## src/rtl/seq_pattern_detector.sv

```systemverilog
// rtl/seq_pattern_detector.sv - serial PAT_LEN-bit pattern detector with one-cycle match strobe
// Optional saturating match counter enabled by defining SEQ_PATDET_COUNT_EN.
module seq_pattern_detector #(
  parameter int unsigned        PAT_LEN = 3,
  parameter logic [PAT_LEN-1:0] PATTERN = 3'b100,
  parameter int unsigned        OVERLAP = 0,
  parameter int unsigned        CNT_W   = 8
) (
  input  logic             CLK,
  input  logic             RST,
  input  logic             In1,
  input  logic             in_valid,
  input  logic             clr,
  output logic             Out1
`ifdef SEQ_PATDET_COUNT_EN
  ,
  output logic [CNT_W-1:0] match_cnt
`endif
);

  generate
    if (PAT_LEN < 2 || PAT_LEN > 32 || CNT_W < 1) begin : g_bad_param
      $error("seq_pattern_detector: PAT_LEN must be 2..32 and CNT_W >= 1");
    end
  endgenerate

  // fill only needs to reach PAT_LEN-1, so clog2(PAT_LEN) bits suffice
  localparam int unsigned FW = (PAT_LEN > 2) ? $clog2(PAT_LEN) : 1;
  localparam logic [FW-1:0] FILL_ARMED = FW'(PAT_LEN - 1);

  logic [PAT_LEN-2:0] hist;
  logic [FW-1:0]      fill;
  logic [PAT_LEN-1:0] cand;
  logic               armed;
  logic               hit;

  assign cand  = {hist, In1};
  assign armed = (fill == FILL_ARMED);
  assign hit   = in_valid && armed && (cand == PATTERN);

  always_ff @(posedge CLK or posedge RST) begin
    if (RST) begin
      hist <= '0;
      fill <= '0;
      Out1 <= 1'b0;
    end else if (clr) begin
      hist <= '0;
      fill <= '0;
      Out1 <= 1'b0;
    end else if (in_valid) begin
      Out1 <= hit;
      if (hit && OVERLAP == 0) begin
        hist <= '0;
        fill <= '0;
      end else begin
        hist <= cand[PAT_LEN-2:0];
        if (!armed) begin
          fill <= fill + FW'(1);
        end
      end
    end else begin
      Out1 <= 1'b0;
    end
  end

`ifdef SEQ_PATDET_COUNT_EN
  always_ff @(posedge CLK or posedge RST) begin
    if (RST) begin
      match_cnt <= '0;
    end else if (clr) begin
      match_cnt <= '0;
    end else if (hit && match_cnt != {CNT_W{1'b1}}) begin
      match_cnt <= match_cnt + CNT_W'(1);
    end
  end
`endif

endmodule

```

## config.mk

```make
export PLATFORM = sky130hd
export DESIGN_NAME = seq_pattern_detector
export DESIGN_NICKNAME = d
export VERILOG_FILES = /design/src/rtl/seq_pattern_detector.sv
export SDC_FILE = /design/constraint.sdc
export NUM_CORES = 1
export LEC_CHECK = 0
export CAP_MARGIN = 10
export CORE_AREA = 2 2 39 41
export DETAILED_ROUTE_END_ITERATION = 16
export DIE_AREA = 0 0 41 43
export SLEW_MARGIN = 20
export SYNTH_ARGS = -nofsm -noshare
export SYNTH_HDL_FRONTEND = slang
export SYNTH_SLANG_ARGS = --single-unit
```

## constraint.sdc

```tcl
create_clock -name CLK -period 4 [get_ports CLK]
set_input_delay 1 -clock CLK [delete_from_list [all_inputs] [get_ports CLK]]
set_output_delay 1 -clock CLK [all_outputs]
set_load 0.02 [all_outputs]
```

==> key figures <==
Die
  – Initial core utilization: 18.7%
  – Core area: 1380 µm²
  – DIE HEIGHT: 43 µm
  – Die area: 1760 µm²
  – Row cnt: 14
  – Die width: 41 µm
  – # IOs: 6

Routing
  – Routed Antenna Nets: 0
  – DRC Markers: 0
  – Pre-antenna DRT Iters: 1
  – Vias per cell: 4.53
  – Routed len/inst: 10.5 µm
  – Initial DRC Count: 0
  – Vias: 213
  – Wirelength, routed: 492 µm

STA
  – Final worst path period share: 53.7%
  – Measured slew at the worst slew-check pin: 0.267 ns
  – Hold Vio Cnt, Final: 0
  – Clock Skew: 0.00494 ns
  – Max_slew headroom: 82.2%
  – Final setup vio count: 0
  – Fin. max-slew vios: 0
  – F_max: 466 MHz
  – Total Neg Setup Slack: 0 ns
  – Min Tclk post-route: 2.15 ns
  – RSZ-0062 raised after global routing: no

Clock network
  – TritonCTS clock tree: built
  – Number of clock sinks: 5
  – CTS root buf: clkbuf_4
  – CTS Buf Count: 3
  – H-tree Lvls: 1
  – CTS max path bufs: 2
  – Post-CTS setup buffers: 0
  – Worst-path clk slew: 0.05 ns
  – CTS resizes: 0
  – Hold_buf cts: 0
  – Worst-skew pair later-pin latency: 0.24 ns

Worst setup path
  – Req. time, crit path: 3.00 ns
  – Worst flop-to-flop path endpoint: fill[1]
  – Crit path cell chain: clkdlybuf4s50_1
  – Crit Path Max Fanout: 1
  – Crit path max-delay family: buffers and inverters
  – Crit Path Class: reg2out
  – Max incr delay on CP: 0.59 ns
  – Worst-case reg-to-reg path depth: 4
  – Arrival @ worst endpoint: 1.15 ns
  – CP bufs+invs: 1
  – R2R Path Start: fill[0]
  – Register-to-register setup slack: 2.61 ns
  – Kind of end point of the critical path: primary output
  – CP max-delay cell: clkdlybuf4s50_1
  – Startpoint Class: flip-flop

GRT
  – Vias in the first global route: 208
  – Congestion Overflow GR: 0
  – Gr usage total: 8.16%
  – Initial antenna violation count: 0
  – Largest net degree at the start of global routing: 10
  – First-pass GRT wire length: 910 µm

Placed design
  – Placed Instances: 43
  – Port bufs: 5
  – Routability cong.: 0.700

Min path
  – Hold path start: hist[1]
  – Hold Path Class: reg2reg
  – Cell depth of the worst hold path: 2
  – Hold path endpoint: hist[1]

Cells and area
  – Final Instance Count excl. Fillers: 47
  – Area of the multi-input gates: 126 µm²
  – Register Area: 125 µm²
  – # diodes: 0
  – Filler cell count: 152
  – Layout overhead on the synthesized area: 37.2%
  – Fraction of layout cells with a size suffix above 1: 19.4%
  – Nets: 38

Flow run
  – Max-cap viol count: 0

Synthesis
  – Synth warnings: 0
  – Number of synthesized register bits: 5
  – Syn_area_per_cell: 11.8 µm²
  – Post-synth cell types: 13
  – Post-Syn Area: 259 µm²
  – Cells after Synth: 22
  – Synth top area cells: dfrtp_1 48%, mux2i_1 7.7%, or4b_1 7.7%
  – Syn nets: 28
  – Top cell type's share of synthesized area: 48.3%
  – Post-synthesis sequential area ratio: 48.3%
  – Area leader, netlist: dfrtp_1

Power and ir drop
  – Worst VDD drop: 0.000103 V
  – PwrDens: 373 nW/µm²
  – Leak: 0.158 nW

Run status
  – Outcome: finished clean
[worst max path at each step]
| stage | start | endpoint | slack [ns] | cells after the start |
|---|---|---|---|---|
| after detailed placement | clr | fill[1] | 1.72 | 3 |
| final | Out1 | Out1 | 1.85 | 1 |
| after global routing | Out1 | Out1 | 1.78 | 1 |
| after global placement | clr | fill[1] | 1.73 | 3 |
| after CTS | Out1 | Out1 | 1.84 | 1 |
| after floorplan | clr | fill[1] | 2.32 | 2 |
[area by class of cell]
class,count,area share [%]
Tap cell,16,5.63
Inverter,2,2.11
Clock buffer,4,7.39
Multi-Input combinational cell,15,35.6
Timing Repair Buffer,5,14.1
Sequential cell,5,35.2
[synth_stat cells (all sizes together)]
library cell  count
o311ai            1
dfrtp             5
and4bb            1
ha                1
inv               2
nand2             1
or4b              2
mux2i             2
nor2              2
o211ai            1
nand3b            1
or3b              2
and3b             1
[sequential cells by signal, summed over array words and instances (netlist names)]
| register | count |
|---|---|
| fill | 2 |
| hist | 2 |
| Out1 | 1 |
[per-layer routing]
layer / wire, µm / vias up / global-route usage, % / part of all wire (%)
met2: 219 / 9 / 9.38 / 45
met1: 227 / 101 / 10.7 / 46
met3: 45 / 0 / 7.85 / 9.1
met4: 0 / 0 / 2.00 / 0
met5: 0 / - / 0 / 0
li1: - / 103 / - / -
[where the power goes]
part           total, mW  internal [mW]  leakage, nW  switching, mW
Clock             0.0590         0.0378       0.0150         0.0212
Combinational     0.0168        0.00957       0.0753        0.00724
Sequential        0.0568         0.0542       0.0676        0.00262
[cell families after synthesis]
| group | synth area share, % |
|---|---|
| AND/OR/NAND/NOR | 30.0 |
| flip-flops | 48.3 |
| AO/OA/AOI/OAI | 6.28 |
| buffers and inverters | 2.90 |
| multiplexers | 7.73 |
| adder cells (fa/ha/maj) | 4.83 |
[cell usage in the layout (no fill, tap or decap)]
master,instances
clkdlybuf4s50_1,5
or3b_2,2
clkbuf_4,3
o311ai_1,1
nand3b_1,1
nand2_1,1
nor2_1,2
ha_1,1
mux2i_1,2
and3b_1,1
dfrtp_1,5
or4b_1,2
inv_1,2
and4bb_2,1
o211ai_1,1
clkbuf_1,1
[metrics by stage]
stage | worst slack [ns] | power [mW] | area, µm² | hold WS (ns) | utilization [%]
after floorplan | 2.32 | 0.0665 | 259 | 0.478 | -
after global placement | 1.73 | 0.0742 | 329 | 0.514 | 23.8
after detailed placement | 1.72 | 0.0746 | 329 | 0.519 | 23.8
after CTS | 1.84 | 0.135 | 355 | 0.528 | 25.7
after global routing | 1.78 | 0.142 | 355 | 0.546 | 25.7
final | 1.85 | 0.133 | 355 | 0.522 | 25.7
(Power assumes the default switching activity.)
